**src/rtl/rs_enc_ilv.sv**
```systemverilog
// CCSDS Reed-Solomon encoder with symbol interleaving. Each LFSR parity stage is an
// I-deep delay line, so I codewords are encoded in one shared datapath.

module rs_ilv_dline #(
    parameter int MM    = 8,
    parameter int DEPTH = 8,
    parameter int TW    = 3
) (
    input  logic          clk,
    input  logic          rst,
    input  logic          clr,
    input  logic          shift,
    input  logic [TW-1:0] tap,
    input  logic [MM-1:0] din,
    output logic [MM-1:0] tail
);
    logic [DEPTH-1:0][MM-1:0] line;

    always_ff @(posedge clk or posedge rst) begin
        if (rst)        line <= '0;
        else if (clr)   line <= '0;
        else if (shift) line <= {line[DEPTH-2:0], din};
    end

    // Tap I-1 holds the entry written I shifts ago, i.e. the same codeword.
    assign tail = line[tap];
endmodule

module rs_enc_ilv #(
    parameter int MM     = 8,
    parameter int TT     = 16,
    parameter int II_MAX = 8
) (
    input  logic          clk,
    input  logic          rst,
    input  logic          clkEn,
    input  logic          start,
    input  logic [3:0]    depth,
    input  logic [7:0]    dataLen,
    input  logic [MM-1:0] dInp,
    input  logic          dInpValid,
    output logic          ready,
    output logic [MM-1:0] codeOut,
    output logic          codeValid,
    output logic          datNotParity,
    output logic          blockEnd
);
    localparam int NP   = 2 * TT;
    localparam int KMAX = 255 - NP;
    localparam int CW   = $clog2(255 * II_MAX + 1);
    localparam int TW   = $clog2(II_MAX);
    localparam logic [CW-1:0] ONE = CW'(1);

    // GF(2^8) multiply, field polynomial x^8+x^7+x^2+x+1.
    function automatic logic [7:0] gf_mul(input logic [7:0] a, input logic [7:0] b);
        logic [7:0] p, x;
        p = '0;
        x = a;
        for (int i = 0; i < 8; i++) begin
            if (b[i]) p = p ^ x;
            x = {x[6:0], 1'b0} ^ (x[7] ? 8'h87 : 8'h00);
        end
        return p;
    endfunction

    // g(x) = prod (x + alpha^(11j)), j = 128-TT .. 127+TT; g[NP] is the monic 1.
    function automatic logic [NP:0][7:0] gen_poly();
        logic [NP:0][7:0] g;
        logic [7:0]       r, a11;
        g    = '0;
        g[0] = 8'h01;
        r    = 8'h01;
        a11  = 8'h01;
        for (int e = 0; e < (11 * (128 - TT)) % 255; e++) r = gf_mul(r, 8'h02);
        for (int e = 0; e < 11; e++) a11 = gf_mul(a11, 8'h02);
        for (int j = 0; j < NP; j++) begin
            for (int i = NP; i > 0; i--) g[i] = g[i-1] ^ gf_mul(g[i], r);
            g[0] = gf_mul(g[0], r);
            r    = gf_mul(r, a11);
        end
        return g;
    endfunction

    localparam logic [NP:0][7:0] GEN = gen_poly();

    typedef enum logic [1:0] {S_IDLE, S_DATA, S_PARITY} state_t;

    state_t                st;
    logic [CW-1:0]         cnt, tot, ptot;
    logic [TW-1:0]         tap;
    logic [NP-1:0][MM-1:0] tail;
    logic [MM-1:0]         fb;
    logic                  shift, clr;
    int                    di, dk;

    always_comb begin
        di = int'(depth);
        dk = int'(dataLen);
        if (di == 0)           di = 1;
        else if (di > II_MAX)  di = II_MAX;
        if (dk == 0 || dk > KMAX) dk = KMAX;
    end

    assign fb    = (st == S_DATA) ? (dInp ^ tail[NP-1]) : '0;
    assign shift = clkEn && ((st == S_DATA && dInpValid) || (st == S_PARITY && cnt != '0));
    assign clr   = clkEn && st == S_IDLE && start;

    for (genvar g = 0; g < NP; g++) begin : g_stage
        logic [MM-1:0] prev;
        if (g == 0) begin : g_first
            assign prev = '0;
        end else begin : g_rest
            assign prev = tail[g-1];
        end
        rs_ilv_dline #(.MM(MM), .DEPTH(II_MAX), .TW(TW)) u_dl (
            .clk   (clk),
            .rst   (rst),
            .clr   (clr),
            .shift (shift),
            .tap   (tap),
            .din   (prev ^ gf_mul(fb, GEN[g])),
            .tail  (tail[g])
        );
    end

    // PARITY spends cnt==0 as the bubble cycle; symbols go out at cnt 1..2TT*I.
    always_ff @(posedge clk or posedge rst) begin
        if (rst) begin
            st           <= S_IDLE;
            cnt          <= '0;
            tot          <= '0;
            ptot         <= '0;
            tap          <= '0;
            ready        <= 1'b0;
            codeOut      <= '0;
            codeValid    <= 1'b0;
            datNotParity <= 1'b0;
            blockEnd     <= 1'b0;
        end else if (clkEn) begin
            codeValid    <= 1'b0;
            datNotParity <= 1'b0;
            blockEnd     <= 1'b0;
            case (st)
                S_IDLE: if (start) begin
                    st    <= S_DATA;
                    ready <= 1'b1;
                    cnt   <= '0;
                    tot   <= CW'(di * dk);
                    ptot  <= CW'(NP * di);
                    tap   <= TW'(di - 1);
                end
                S_DATA: if (dInpValid) begin
                    codeOut      <= dInp;
                    codeValid    <= 1'b1;
                    datNotParity <= 1'b1;
                    if (cnt == tot - ONE) begin
                        st    <= S_PARITY;
                        ready <= 1'b0;
                        cnt   <= '0;
                    end else begin
                        cnt <= cnt + ONE;
                    end
                end
                S_PARITY: begin
                    if (cnt != '0) begin
                        codeOut   <= tail[NP-1];
                        codeValid <= 1'b1;
                    end
                    if (cnt == ptot) begin
                        blockEnd <= 1'b1;
                        st       <= S_IDLE;
                        cnt      <= '0;
                    end else begin
                        cnt <= cnt + ONE;
                    end
                end
                default: st <= S_IDLE;
            endcase
        end
    end
endmodule

```
**config.mk**
```make
export PLATFORM = sky130hd
export DESIGN_NAME = rs_enc_ilv
export DESIGN_NICKNAME = d
export VERILOG_FILES = /design/src/rtl/rs_enc_ilv.sv
export SDC_FILE = /design/constraint.sdc
export NUM_CORES = 2
export LEC_CHECK = 0
export BUFFER_PORTS_ARGS = -buffer_cell sky130_fd_sc_hd__buf_2
export CAP_MARGIN = 15
export CORE_MARGIN = 5
export CORE_UTILIZATION = 57
export CTS_CLUSTER_SIZE = 16
export DETAILED_ROUTE_END_ITERATION = 10
export PLACE_DENSITY_LB_ADDON = 0.15
export SETUP_SLACK_MARGIN = 0.1
export SKIP_LAST_GASP = 1
export SLEW_MARGIN = 20
export SYNTH_ARGS = -nofsm -noshare
export SYNTH_HDL_FRONTEND = slang
export SYNTH_SLANG_ARGS = --single-unit
```
**constraint.sdc**
```tcl
create_clock -name clk -period 76.8 [get_ports clk]
set_input_delay 0 -clock clk [delete_from_list [all_inputs] [get_ports clk]]
set_output_delay 0 -clock clk [all_outputs]
set_load 0.02 [all_outputs]
```
==> results.md <==
- Ys Warns: 0
- Syn Std Cell Area: 0.101 mm²
- Hold Violations, Final: 0
- Final WL: 236000 µm
- Number of synthesized register bits: 2091
- Max-Cap Viols: 0
- CTS tree: done
- Adder-cell share of the synthesized area: 0.509%
- Crit path required time: 77550 ps
- Die W: 431 µm
- Pwr Density: 38.7 mW/mm²
- GRT overflow: 0
- Htree depth: 4
- Via-to-Cell Ratio: 5.86
- Core ar.: 0.176 mm²
- Nets: 10100
- Commonest non-fill, non-tap cells in the layout: nand2_1 (3893), dfrtp_1 (2088), a21oi_1 (1928)
- Headroom to the max-slew limit: 26.5%
- DIE AREA: 0.186 mm²
- Post-synth EDFFs: 0
- Drt drc: 0
- Setup violations, final: 0
- Routability cong.: 0.790
- PortBufs: 36
- Fillers: 14200
- CP max FO: 182
- Arrival time at the worst endpoint: 7980 ps
- Post-detailed-route count of antenna-violating nets: 0
- Post-Synth XOR/XNOR Area: 3.83%
- Largest net degree at the start of global routing: 237
- Syn_area_per_cell: 9.69 µm²
- Worst-Skew Late Latency: 850 ps
- Main combinational cell family by area after synthesis: simple AND/OR/NAND/NOR gates
- Die Span Y: 431 µm
- Vias in the first global route: 71200
- Area share of and/or/nand/nor cells after synthesis: 15.4%
- Gate Count Post-Synth: 10500
- Initial Utilization: 57.4%
- Clock Pin Slew Worst Setup and Hold Paths: 60 ps
- Multi-input gate area: 0.0457 mm²
- Met2 routed WL: 112000 µm
- First-pass GRT wire length: 389000 µm
- Final Cycle Share: 9.41%
- Num CTS Buffers: 216
- Status: finished clean
- Setup TNS: 0 ps
- Hold WS: 88.3 ps
- Post_cts resized: 0
- Max Clock Skew: 21.2 ps
- Post-synthesis sequential area ratio: 51.7%
- GRT Total Usage: 25.3%
- Most common cell after layout, fill and taps aside: nand2_1
- Reg-to-Reg End: g_stage[14].u_dl.line[27]
- Root Buffer Master: clkbuf_16
- Worst Hold Path EP: codeOut[2]
- Hold Path Cell Cnt: 4
- Post-CTS Setup Bufs: 0
- Post-synth top flop: dfrtp_1
- Syn_nets: 10500
- Synth Area in Compound Gates: 10.9%
- VDD IR max: 0.0314 mV
- RSZ-0062 raised after global routing: false
- Wire per inst: 18.8 µm
- Minimum clock period after layout: 7220 ps
- TritonCTS Sinks: 2091
- Max Slew Vio Count: 0
- WL met3: 10500 µm
- CP Launch Type: flop
- N_diodes: 0
- Highest metal used: met4
- CP endpoint kind: flop
- Share of cells above drive strength 1: 10.9%
- Reg2Reg Launch Point: cnt[0]
- Synth unique cells: 57
- Initial DRT Pass Iterations: 6
- Slew @ Worst Pin: 1100 ps
- Final Cell Area: 0.110 mm²
- Worst R2R Path Depth: 15
- Placed Area: 0.102 mm²
- Mux cell area share after synthesis: 14.2%
- Wire length on met1: 108000 µm
- Min-delay src: dInp[2]
- Ys async rst share: 100%
- R2R setup slack: 69580 ps
- Initial DRC count: 7575
- HPWL after detailed placement: 136000 µm
- CP Class: flop to flop
- CTS Buffer Depth: 3
- Initial antenna violation count: 0
- LEAKAGE: 46.4 nW
- HP Class: input pin to flop
- Std cell rows: 154
- Fmax: 138 MHz
- Layout area overhead: 8.87%
- Vias: 73400
- Sequential Area: 0.0523 mm²
- I/O pin cnt: 37
worst max-delay path, stage by stage, from the launching register on:
cell and delay, ps:
dfrtp_1 430, inv_1 80, ha_1 140, or4b_2 580, nor3_1 260, nand2_1 100
nand2_1 160, nand2_1 120, nand2_4 700, buf_4 830, buf_12 600, buf_4 810
buf_4 780, buf_4 820, nand2_1 130, a21oi_1 170
per-layer routing:
metal  up-vias  track usage (%)
met5         -                0
met3       304             3.08
met2      1592             39.6
met4         0             6.24
met1     37300             38.4
li1      34200                -
worst max-delay path by stage:
| stage | end | slack [ps] | start |
|---|---|---|---|
| after floorplan | blockEnd | 17730 | rst |
| after global placement | g_stage[26].u_dl.line[23] | 69780 | cnt[0] |
| after detailed placement | g_stage[5].u_dl.line[23] | 69670 | cnt[0] |
| after CTS | g_stage[17].u_dl.line[58] | 69670 | cnt[0] |
| after global routing | g_stage[13].u_dl.line[42] | 69030 | cnt[0] |
| final | g_stage[14].u_dl.line[27] | 69580 | cnt[0] |
layout make-up:
| type | count | area share, % |
|---|---|---|
| flip-flops and latches | 2091 | 47.5 |
| multi-input cells | 7466 | 41.4 |
| clock buffers | 329 | 5.97 |
| well taps | 2340 | 2.66 |
| repair buffers | 192 | 1.59 |
| clock inverters | 72 | 0.740 |
| inverters | 38 | 0.136 |
what timing repair did:
item / CTS / global route
hold buffers: 30 / 0
endpoints found under the setup margin: 0 / 0
hold endpoints to repair: 229 / 0
sequential cells by signal, summed over array words and instances (netlist names):
register	flops
cnt	11
codeOut	8
ptot	4
codeValid	1
blockEnd	1
tot	11
datNotParity	1
g_stage.u_dl.line	2048
st	2
ready	1
tap	3
where the power goes:
| part | switching, mW | internal (mW) |
|---|---|---|
| Combinational | 1.01 | 0.658 |
| Clock | 0.440 | 0.639 |
| Sequential | 0.193 | 1.32 |
| Total | 1.64 | 2.62 |
stage by stage:
stage | worst slack, ps | cells | util [%] | power [mW]
2_1_floorplan | 17730 | 10500 | - | 2.71
3_3_place_gp | 69780 | 12100 | 58.0 | 3.17
3_5_place_dp | 69670 | 12100 | 58.1 | 3.21
4_1_cts | 69670 | 12500 | 62.4 | 4.30
5_1_grt | 69030 | 12500 | 62.4 | 4.49
6_report | 69580 | 12500 | 62.4 | 4.26
logic make-up (layout without fill, tap and decap cells):
group	Yosys count	count (layout)
adder cells (fa/ha/maj)	34	34
AND/OR/NAND/NOR	4124	4124
flip-flops	2091	2091
AO/OA/AOI/OAI	2128	2128
multiplexers	802	802
buffers and inverters	896	631
XOR/XNOR	378	378
Yosys cell counts, types with 6 or more instances:
cell type / n / share of area, %
buf_2: 10 / 0.049
inv_1: 38 / 0.14
fa_1: 12 / 0.24
buf_4: 7 / 0.052
nor2_1: 162 / 0.60
mux4_2: 505 / 11
o21ai_0: 47 / 0.23
ha_1: 22 / 0.27
nand2_1: 3894 / 14
clkbuf_1: 755 / 2.8
buf_1: 83 / 0.31
dfrtp_1: 2091 / 52
nor3_1: 11 / 0.054
nand3_1: 12 / 0.059
mux2_2: 25 / 0.28
xnor2_1: 207 / 1.8
xnor3_1: 22 / 0.49
nand2b_1: 13 / 0.080
nor2b_1: 7 / 0.043
mux2i_1: 261 / 2.6
a21oi_1: 1928 / 9.5
o21bai_1: 6 / 0.044
xnor2_2: 14 / 0.22
a21o_1: 6 / 0.044
a211oi_1: 120 / 0.89
xor2_1: 124 / 1.1
No activity file was read; power rests on OpenSTA's default activity.
